$ cat src/rtl/uart_tx_arbiter.sv
`default_nettype none
// ============================================================================
// Module   : uart_tx_arbiter
// Function : Round-robin scheduler sharing one UART transmitter among
//            NUM_REQ requesters. It latches the winner's byte and parity
//            settings and holds them for the whole frame. Frame completion
//            is tracked through the transmitter's busy flag.
// Options  : UART_ARB_TIMEOUT_EN - watchdog that aborts a grant when the
//            transmitter never raises busy within TIMEOUT_CYCLES cycles.
// Revision : 1.0 - initial release
// ============================================================================
module uart_tx_arbiter #(
    parameter int NUM_REQ        = 4,
    parameter int ID_WIDTH       = 2,
    parameter int DATA_WIDTH     = 8,
    parameter int TIMEOUT_CYCLES = 16
) (
    input  logic                          CLK,
    input  logic                          rst_n,
    input  logic [NUM_REQ-1:0]            req,
    input  logic [NUM_REQ*DATA_WIDTH-1:0] req_data,
    input  logic [NUM_REQ-1:0]            req_par_en,
    input  logic [NUM_REQ-1:0]            req_par_typ,
    output logic [NUM_REQ-1:0]            ack,
    output logic [NUM_REQ-1:0]            done,
    output logic [ID_WIDTH-1:0]           grant_id,
    output logic                          active,
    output logic                          timeout_err,
    output logic [DATA_WIDTH-1:0]         tx_p_data,
    output logic                          tx_data_valid,
    output logic                          tx_par_en,
    output logic                          tx_par_typ,
    input  logic                          tx_busy
);

    typedef enum logic [1:0] {
        S_IDLE      = 2'd0,
        S_ISSUE     = 2'd1,
        S_WAIT_BUSY = 2'd2,
        S_WAIT_DONE = 2'd3
    } state_t;

    localparam logic [ID_WIDTH-1:0] c_LAST_ID = ID_WIDTH'(NUM_REQ - 1);

    state_t                r_state;
    logic [ID_WIDTH-1:0]   r_last_grant;
    logic [DATA_WIDTH-1:0] w_req_bytes [NUM_REQ];
    logic [ID_WIDTH-1:0]   w_winner;
    logic                  w_found;
    logic                  w_settle;
    logic [ID_WIDTH-1:0]   w_idx;

    // Reject parameter sets the arbiter cannot represent
    if (NUM_REQ < 2 || NUM_REQ > 8 || (1 << ID_WIDTH) < NUM_REQ ||
        TIMEOUT_CYCLES < 1) begin : g_bad_params
        $error("uart_tx_arbiter: illegal parameter combination");
    end

    // Unpack the per-requester byte lanes
    for (genvar gi = 0; gi < NUM_REQ; gi++) begin : g_lanes
        assign w_req_bytes[gi] = req_data[gi*DATA_WIDTH +: DATA_WIDTH];
    end

    // Round-robin search starting just after the last granted requester
    always_comb begin
        w_found  = 1'b0;
        w_winner = '0;
        w_idx    = r_last_grant;
        for (int k = 0; k < NUM_REQ; k++) begin
            if (w_idx == c_LAST_ID) begin
                w_idx = '0;
            end else begin
                w_idx = w_idx + ID_WIDTH'(1);
            end
            if (!w_found && req[w_idx]) begin
                w_found  = 1'b1;
                w_winner = w_idx;
            end
        end
    end

`ifdef UART_ARB_TIMEOUT_EN
    localparam int c_CNT_W = $clog2(TIMEOUT_CYCLES + 1);
    logic [c_CNT_W-1:0] r_cnt;

    // The cycle after a done or abort pulse is spent settling, not granting
    assign w_settle = (|done) || timeout_err;
`else
    assign w_settle    = |done;
    assign timeout_err = 1'b0;
`endif

    // Arbitration FSM; all outputs are registered here
    always_ff @(posedge CLK or negedge rst_n) begin
        if (!rst_n) begin
            r_state       <= S_IDLE;
            r_last_grant  <= c_LAST_ID;
            ack           <= '0;
            done          <= '0;
            grant_id      <= '0;
            active        <= 1'b0;
            tx_p_data     <= '0;
            tx_data_valid <= 1'b0;
            tx_par_en     <= 1'b0;
            tx_par_typ    <= 1'b0;
`ifdef UART_ARB_TIMEOUT_EN
            timeout_err   <= 1'b0;
            r_cnt         <= '0;
`endif
        end else begin
            ack  <= '0;
            done <= '0;
`ifdef UART_ARB_TIMEOUT_EN
            timeout_err <= 1'b0;
            r_cnt       <= '0;
`endif
            case (r_state)
                S_IDLE: begin
                    if (w_found && !tx_busy && !w_settle) begin
                        tx_p_data     <= w_req_bytes[w_winner];
                        tx_par_en     <= req_par_en[w_winner];
                        tx_par_typ    <= req_par_typ[w_winner];
                        grant_id      <= w_winner;
                        ack           <= NUM_REQ'(1) << w_winner;
                        tx_data_valid <= 1'b1;
                        active        <= 1'b1;
                        r_state       <= S_ISSUE;
                    end
                end
                S_ISSUE: begin
                    tx_data_valid <= 1'b0;
                    r_state       <= S_WAIT_BUSY;
                end
                S_WAIT_BUSY: begin
                    if (tx_busy) begin
                        r_state <= S_WAIT_DONE;
`ifdef UART_ARB_TIMEOUT_EN
                    end else if (r_cnt == c_CNT_W'(TIMEOUT_CYCLES - 1)) begin
                        // Transmitter never started: abort but still rotate
                        timeout_err  <= 1'b1;
                        active       <= 1'b0;
                        r_last_grant <= grant_id;
                        r_state      <= S_IDLE;
                    end else begin
                        r_cnt <= r_cnt + c_CNT_W'(1);
`endif
                    end
                end
                S_WAIT_DONE: begin
                    if (!tx_busy) begin
                        done         <= NUM_REQ'(1) << grant_id;
                        r_last_grant <= grant_id;
                        active       <= 1'b0;
                        r_state      <= S_IDLE;
                    end
                end
                default: r_state <= S_IDLE;
            endcase
        end
    end

endmodule
`default_nettype wire
$ cat config.mk
export PLATFORM = sky130hd
export DESIGN_NAME = uart_tx_arbiter
export DESIGN_NICKNAME = d
export VERILOG_FILES = /design/src/rtl/uart_tx_arbiter.sv
export SDC_FILE = /design/constraint.sdc
export NUM_CORES = 1
export LEC_CHECK = 0
export ABC_AREA = 1
export BUFFER_PORTS_ARGS = -buffer_cell sky130_fd_sc_hd__buf_4
export CAP_MARGIN = 20
export CORE_MARGIN = 1
export CORE_UTILIZATION = 45
export DETAILED_ROUTE_END_ITERATION = 12
export GPL_TIMING_DRIVEN = 0
export PLACE_DENSITY = 0.86
export SLEW_MARGIN = 30
export SYNTH_ARGS = -nofsm -noshare
export SYNTH_HDL_FRONTEND = slang
export SYNTH_SLANG_ARGS = --single-unit
$ cat constraint.sdc
create_clock -name CLK -period 1.96 [get_ports CLK]
set_input_delay 0.588 -clock CLK [delete_from_list [all_inputs] [get_ports CLK]]
set_output_delay 0.588 -clock CLK [all_outputs]
set_load 0.05 [all_outputs]
After elaboration in Yosys (flattened, before gate mapping):

Cells that the tools add are included.

* input bits: 47
* bits in registers: 26
* output and inout port bits: 23

* $add $sub $neg: 4
* shifts and indexed selects: 2
* eq/ne operators: 10
* magnitude comparators: 6
* reductions and logical operators: 19
* bitwise operators: 2
* mux-type cells: 39

Operators with widths (number)
* two-way mux 2 bit: 11
* binary-select mux 8 bit (select 2 bit): 1
* two-way mux 4 bit: 4
* two-way mux 8 bit: 2
* less-than comparator 2 x 3 -> 1 bit (second input constant): 5
* binary-select mux 1 bit (select 2 bit): 6
* == test 2 bit (second input constant): 6
* two-way mux 1 bit: 12
* adder 2 x 1 -> 2 bit (second input constant): 4
* one-hot mux 2 bit (4 select lines): 1
* << shifter 1 x 2 -> 4 bit (first input constant): 2
* != test 2 bit (second input constant): 3
* AND reduction 2 bit: 3
* AND reduction 3 bit: 2
* logical AND 1 bit: 5
* logical NOT 1 bit: 5
* one-hot mux 1 bit (2 select lines): 2
* nonzero test 2 bit: 2
* OR reduction 4 bit: 1
* greater-or-equal comparator 3 bit (second input constant): 1
* NOT 2 -> 3 bit: 1
* == test 2 x 1 -> 1 bit (second input constant): 1
* logical NOT 2 bit: 1
* NOT 1 bit: 1

Logic depth before layout (Yosys ltp):

Gate-level depths: netlist of the first run.

* word-level depth: 18
* depth in mapped cells: 16
* gate-level depth less buffers: 15

Worst setup path after synthesis of the first run:

No wires, ideal clock.

* path kind: register to register
* from: register r_last_grant[0]
* to: register tx_p_data[7]
* data required time: 1.842 ns
* arrival time: 1.947 ns
* cell stages (with the launch flop): 15
* setup slack: -0.104 ns
* cells stage by stage: dfstp_2 ha_1 inv_1 nand2_1 nand2_2 nand2_1 o21ai_2 nor2_4 o21ai_4 buf_6 nand2_1 nand3_1 nand2_1 nand2_1 nand2_1

* cells in the longest elaborated chain, start to end: 18

Ends and longest elaborated chain
* start, declared: line 46 `logic [ID_WIDTH-1:0] r_last_grant;`
* start signal, assigned: line 97 `r_last_grant <= c_LAST_ID;`
* start signal, assigned: line 152 `r_last_grant <= grant_id;`
* adder 2 x 1 -> 2 bit / == test 2 bit (equally long branches): line 73, 70
* two-way mux 2 bit (*): line 70 `if (w_idx == c_LAST_ID) begin`
* branches (longest 16 deep; another with adder 2 x 1 -> 2 bit)
* end signal, assigned: line 120 `tx_p_data <= w_req_bytes[w_winner];`
* end, declared: line 29 `output logic [DATA_WIDTH-1:0] tx_p_data,`

Every way passes the cells marked *. The select of a mux whose other input is x is not followed.
A chain may end at the register's enable or synchronous reset.

Worst setup path after layout of the first run:

* from: register r_last_grant[0]
* to: register tx_p_data[1]

The elaborated chain is that of the path after synthesis.

==> results of run 1 <==
[logic make-up (layout without fill, tap and decap cells)]
| family | Yosys count | after routing | synth area share (%) |
|---|---|---|---|
| simple gates | 160 | 160 | 40.25 |
| buf+inv | 64 | 153 | 15.73 |
| flops | 26 | 26 | 33.94 |
| compound gates | 19 | 19 | 6.632 |
| fa+ha+maj | 5 | 5 | 3.251 |
| other cells | 1 | 1 | 0.1949 |
[area by class of cell]
class	instances	share of cell area [%]
clock buffer	4	1.863
multi-input combinational	185	39.92
sequential	26	22.10
inverter	54	7.367
buffer	10	3.937
timing repair buffer	85	22.69
tap	50	2.117
[timing repair]
action	in CTS	in global routing
gates cloned	2	2
pin swaps	14	16
setup buffers	10	3
setup endpoints to repair	18	20
gates resized for setup	19	49
[layout by cell type (no fill, tap or decap), drive strengths merged]
| cell type | synthesis | layout |
|---|---|---|
| nand2 | 95 | 95 |
| buf | 10 | 94 |
| inv | 54 | 54 |
| nand3 | 45 | 45 |
| dfrtp | 24 | 24 |
| nor2 | 15 | 15 |
| o21ai | 12 | 12 |
| ha | 5 | 5 |
| clkbuf | 0 | 5 |
| nor3 | 3 | 3 |
| a21oi | 2 | 2 |
| a21o | 2 | 2 |
| o211ai | 2 | 2 |
| dfstp | 2 | 2 |
| nor3b | 1 | 1 |
| nand4 | 1 | 1 |
| a2bb2oi | 1 | 1 |
| conb | 1 | 1 |
[path summary, 6_finish.rpt]
kind | from | endpoint | cells past startpoint | slack [ns]
max | r_last_grant[0]$_DFFE_PN1P_ | tx_p_data[1]$_DFFE_PN0P_ | 12 | -0.21
min | rst_n | tx_par_en$_DFFE_PN0P_ | 1 | 0.20
min in group CLK | tx_p_data[0]$_DFFE_PN0P_ | tx_p_data[0]$_DFFE_PN0P_ | 2 | 0.50
max in group asynchronous | rst_n | r_last_grant[1]$_DFFE_PN1P_ | 1 | 1.47
max reg2reg | r_last_grant[0]$_DFFE_PN1P_ | tx_p_data[1]$_DFFE_PN0P_ | 12 | -0.21
min reg2reg | tx_p_data[0]$_DFFE_PN0P_ | tx_p_data[0]$_DFFE_PN0P_ | 2 | 0.50
[critical path, stage by stage, from the launching register on]
cell and delay (ns):
dfstp_2 0.62, ha_4 0.26, nand2_2 0.10, nand3_4 0.11
nand3_4 0.13, nand3_4 0.08, o21ai_4 0.26, buf_6 0.13
nand2_1 0.05, nand3_1 0.10, nand2_1 0.08, nand2_1 0.08
nand2_1 0.06
[per-layer routing]
metal	vias to the layer above	GRT usage [%]
met2	75	42.63
met1	986	30.06
met5	-	0
met3	13	1.858
met4	0	8.245
li1	1022	-
[stage by stage]
stage	worst slack [ns]	TNS (ns)	util (%)	hold slack, ns	area [um^2]
2_1_floorplan	0.01657	0	-	0.2924	1939
3_3_place_gp	-0.1345	-1.228	61.92	0.4662	2512
3_5_place_dp	-0.1770	-1.849	61.92	0.4758	2512
4_1_cts	-0.1261	-1.043	66.85	0.2173	2713
5_1_grt	-0.3439	-4.300	72.83	0.2217	2955
6_report	-0.2118	-2.054	72.83	0.1997	2955
[state kept, by name (all words and copies together), names as in the netlist, 2 cells and up]
name	cells
grant_id	2
r_last_grant	2
done	4
tx_p_data	8
r_state	2
ack	4
==> summary.md, run 1 <==
| Metric | Value |
|---|---|
| GRT Total Usage | `23.93%` |
| Pre-antenna DRT Iters | `4` |
| Die W | `67.40 um` |
| Die ar. | `4542 um^2` |
| WL met2 | `2927 um` |
| ANT nets after route | `0` |
| Row cnt | `23` |
| Part of the cycle the worst path needs | `110.8%` |
| Vias | `2096` |
| Ant diodes | `0` |
| EDFF count, synth | `0` |
| Clock Path Buffers | `2` |
| # placed instances | `393` |
| Final setup viols | `18` |
| Multi-input gate area | `1180 um^2` |
| Fill count | `280` |
| DRT iter0 DRCs | `154` |
| Core box area | `4058 um^2` |
| TritonCTS Buffers | `3` |
| Die height | `67.40 um` |
| H-tree Lvls | `1` |
| Initial antenna violation count | `0` |
| Hold WC Path Type | `in2async` |
| Mapped Cells | `275` |
| First-pass GRT wire length | `8217 um` |
| Count leader, synth | `nand2_1` |
| CTS clk-pin slew, worst paths | `0.09 ns` |
| Tmin final | `2.172 ns` |
| Gp weighted congestion | `0.8825` |
| Required @ worst endpoint | `2.13 ns` |
| DRT Wirelength | `5647 um` |
| Fraction of layout cells with a size suffix above 1 | `44.78%` |
| Post-Syn Area | `1924 um^2` |
| Status | `complete, but fails checks` |
| WL met3 | `280 um` |
| Hold_buf cts | `0` |
| FF+latch area | `653.1 um^2` |
| Vias in the first global route | `1862` |
| Arrival time of the worst setup path | `2.34 ns` |
| Root buffer cell | `clkbuf_8` |
| Worst setup EP type | `flop` |
| Initial core utilization | `47.43%` |
| Crit path max fanout | `5` |
| Count of cell types in the netlist | `31` |
| Clock Latency Late Sink | `0.27 ns` |
| Mean post-synth cell area | `6.998 um^2` |
| Synth area leader | `dfrtp_1` |
| Slew Limit Fails | `0` |
| Post-synthesis register bit count | `26` |
| Share of the synthesized area in the top cell type | `31.21%` |
| Avg Vias per Cell | `5.063` |
| P&R area growth vs syn | `53.58%` |
| Wl on met1 | `2320 um` |
| CP startpoint kind | `flop` |
| Syn_nets | `327` |
| Final hold violations | `0` |
| Sink Count | `26` |
| Seq/Total Area, Yosys | `33.94%` |
| F_max | `460.4 MHz` |
| Crit Path Category | `reg2reg` |
| Post-route insts no fill | `414` |
| Drt wl/cell | `13.64 um` |
| Max cap viols | `0` |
| Largest net degree at the start of global routing | `27` |
| Main flop type after synthesis | `dfrtp_1` |
| Layout Skew | `0.002459 ns` |
| RSZ-0062 raised after global routing | `yes` |
| Port Buffers | `68` |
| Failing checks | `negative setup slack` |
| Highest metal used | `met4` |
| Gr ovfl total | `0` |
| CTS tree | `yes` |
| Ports | `70` |
| Post-synth ARST share | `100.0%` |
| Fin nets | `417` |
| Synth top cells by count | `89 x nand2_1, 51 x inv_1, 39 x nand3_1` |
| DPL Wire Length | `3736 um` |
| Warnings from Yosys | `0` |
| Top post-synthesis cells by area | `dfrtp_1 31%, nand2_1 17%, nand3_1 10%` |
| Worst Slack Setup Final | `-0.2118 ns` |
| DRC | `0` |
Power of run 1 is not shown: default switching activity piles up to over one toggle a cycle in this logic, so the estimate is an artifact.
==> run 2: changes to the inputs <==
--- a/config.mk
+++ b/config.mk
@@ -11,8 +11,8 @@
 export CORE_MARGIN = 1
 export CORE_UTILIZATION = 45
 export DETAILED_ROUTE_END_ITERATION = 12
-export GPL_TIMING_DRIVEN = 0
 export PLACE_DENSITY = 0.86
+export REMOVE_ABC_BUFFERS = 1
 export SLEW_MARGIN = 30
 export SYNTH_ARGS = -nofsm -noshare
 export SYNTH_HDL_FRONTEND = slang
==> summary.md, run 2 (same netlist as run 1, synthesis figures left out) <==
| Metric | Value |
|---|---|
| Avg Vias per Cell | `5.202 (+2.8%)` |
| Wl on met1 | `2473 um (+6.6%)` |
| Post-route cell area | `3093 um^2 (+4.7%)` |
| Commonest cells after routing, fill and taps aside | `86 x buf_4, 68 x nand2_1, 47 x inv_1` |
| Initial antenna violation count | `0 (unchanged)` |
| Slew HR | `50.39%` |
| Tmin final | `2.234 ns (+0.06195 ns)` |
| DRT Wirelength | `6367 um (+13%)` |
| Crit Path Category | `reg2reg` |
| TritonCTS Buffers | `3 (unchanged)` |
| Pre-antenna DRT Iters | `4 (unchanged)` |
| Row cnt | `23 (unchanged)` |
| Ports | `70 (unchanged)` |
| First-pass GRT wire length | `8735 um (+6.3%)` |
| DRT iter0 DRCs | `139 (-9.7%)` |
| Fin Hold WS | `0.1858 ns (-0.01399 ns)` |
| Commonest non-fill, non-tap cell in the layout | `buf_4` |
| Drt wl/cell | `15.16 um (+11%)` |
| RSZ-0062 raised after global routing | `yes` |
| Sink Count | `26 (unchanged)` |
| Die W | `67.40 um (unchanged)` |
| Die height | `67.40 um (unchanged)` |
| CTS clk-pin slew, worst paths | `0.10 ns (about the same)` |
| DRC | `0 (unchanged)` |
| Gr ovfl total | `0 (unchanged)` |
| ANT nets after route | `0 (unchanged)` |
| Max reg flops | `8 (unchanged)` |
| Core box area | `4058 um^2 (unchanged)` |
| Ant diodes | `0 (unchanged)` |
| Root buffer cell | `clkbuf_8` |
| Crit path max fanout | `7 (+2)` |
| Required @ worst endpoint | `2.13 ns (about the same)` |
| Vias in the first global route | `2085 (+12%)` |
| WL met2 | `3261 um (+11%)` |
| Largest registers | `tx_p_data (8), ack (4), done (4)` |
| Port Buffers | `68 (unchanged)` |
| GRT Total Usage | `25.97% (+2.0 points)` |
| P&R area growth vs syn | `60.73%` |
| Die ar. | `4542 um^2 (unchanged)` |
| Fin nets | `423 (+1.4%)` |
| CTS tree | `yes` |
| Worst setup EP type | `flop` |
| Final hold violations | `0 (unchanged)` |
| Failing checks | `negative setup slack` |
| Fraction of layout cells with a size suffix above 1 | `45.68% (+0.90 points)` |
| WL met3 | `380 um (+36%)` |
| Vias | `2185 (+4.2%)` |
| Total negative setup slack | `-2.975 ns (-0.9211 ns)` |
| H-tree Lvls | `1 (unchanged)` |
| Initial core utilization | `47.43% (unchanged)` |
| Part of the cycle the worst path needs | `114.0% (+3.2 points)` |
| F_max | `447.7 MHz (-2.8%)` |
| Final setup viols | `19 (+1)` |
| Clock Latency Late Sink | `0.29 ns (+0.02 ns)` |
| Slew Limit Fails | `0 (unchanged)` |
| Status | `complete, but fails checks` |
| CP startpoint kind | `flop` |
| Largest net degree at the start of global routing | `27 (unchanged)` |
| Max cap viols | `0 (unchanged)` |
| Worst Slack Setup Final | `-0.2738 ns (-0.06195 ns)` |
| Layout Skew | `0.003044 ns (+0.0005847 ns)` |
| Layout Utilization | `76.23% (+3.4 points)` |
| Clock Path Buffers | `2 (unchanged)` |
| Hold WC Path Type | `in2async` |
| Most flop-heavy register | `tx_p_data` |
| Slew @ Worst Pin | `0.7425 ns` |
| DPL Wire Length | `3701 um (-0.94%)` |
| Area after DPL | `2572 um^2 (+2.4%)` |
| Arrival time of the worst setup path | `2.40 ns (+0.06 ns)` |
| Highest metal used | `met4` |
| Gp weighted congestion | `0.8452 (-4.2%)` |
-- run 2: cell count changes in the layout (fill, tap and decap cells not counted), moves of 2 or more --
cell / before / now
buf_12: 0 / 3
nand2_2: 20 / 16
nor2_4: 2 / 5
nor2_1: 11 / 9
nand2_4: 7 / 10
buf_6: 11 / 8
buf_4: 81 / 86
nand3_1: 27 / 31
nand3_2: 11 / 8
-- run 2: repair_timing --
item / 4_1_cts / 5_1_grt
pin swaps: 5 / 7
gates resized for setup: 17 / 61
hold buffers: 0 / 0
gates cloned: 1 / 2
setup buffers: 5 / 5
endpoints found under the setup margin: 20 / 20
-- run 2: routing by layer --
| metal | vias up | global-route usage, % |
|---|---|---|
| met5 | - | 0 |
| met4 | 0 | 13.30 |
| met3 | 19 | 4.392 |
| met2 | 108 | 48.88 |
| met1 | 1024 | 27.32 |
| li1 | 1034 | - |
-- run 2: per-stage QoR --
| step | setup slack, ns | std cells |
|---|---|---|
| after floorplan | -0.4701 | 265 |
| after global placement | -0.1050 | 404 |
| after detailed placement | -0.2005 | 404 |
| after CTS | -0.1204 | 414 |
| after global routing | -0.3359 | 420 |
| final | -0.2738 | 420 |
-- run 2: worst max-delay path: stages (launching register included) --
cell      delay [ns]
dfstp_2         0.62
ha_4            0.25
inv_6           0.08
buf_6           0.10
o21ai_4         0.07
inv_2           0.12
nand3_4         0.09
o21ai_4         0.23
buf_12          0.15
buf_8           0.12
nand2_2         0.04
o211ai_1        0.10
nand3_1         0.12
-- run 2: area by class of cell --
cell class | instances | area, um^2
Clock inverter | 1 | 30.03
Timing Repair Buffer | 101 | 875.8
Fill cell | 276 | 964.7
Clock buffer | 3 | 41.29
Tap cell | 50 | 62.56
Multi-Input combinational cell | 185 | 1211
Inverter | 54 | 219.0
Sequential cell | 26 | 653.1
-- run 2: path summary, 6_finish.rpt --
kind,start,to,slack (ns),cells past startpoint
worst max register to register,r_last_grant[0]$_DFFE_PN1P_,tx_p_data[3]$_DFFE_PN0P_,-0.27,12
worst min-delay path,rst_n,done[0]$_DFF_PN0_,0.19,1
worst min register to register,active$_DFFE_PN0P_,active$_DFFE_PN0P_,0.51,2
min in group CLK,active$_DFFE_PN0P_,active$_DFFE_PN0P_,0.51,2
max in group asynchronous,rst_n,r_last_grant[0]$_DFFE_PN1P_,1.48,1
worst max-delay path,r_last_grant[0]$_DFFE_PN1P_,tx_p_data[3]$_DFFE_PN0P_,-0.27,12
Power of run 2 is left out for the same reason.
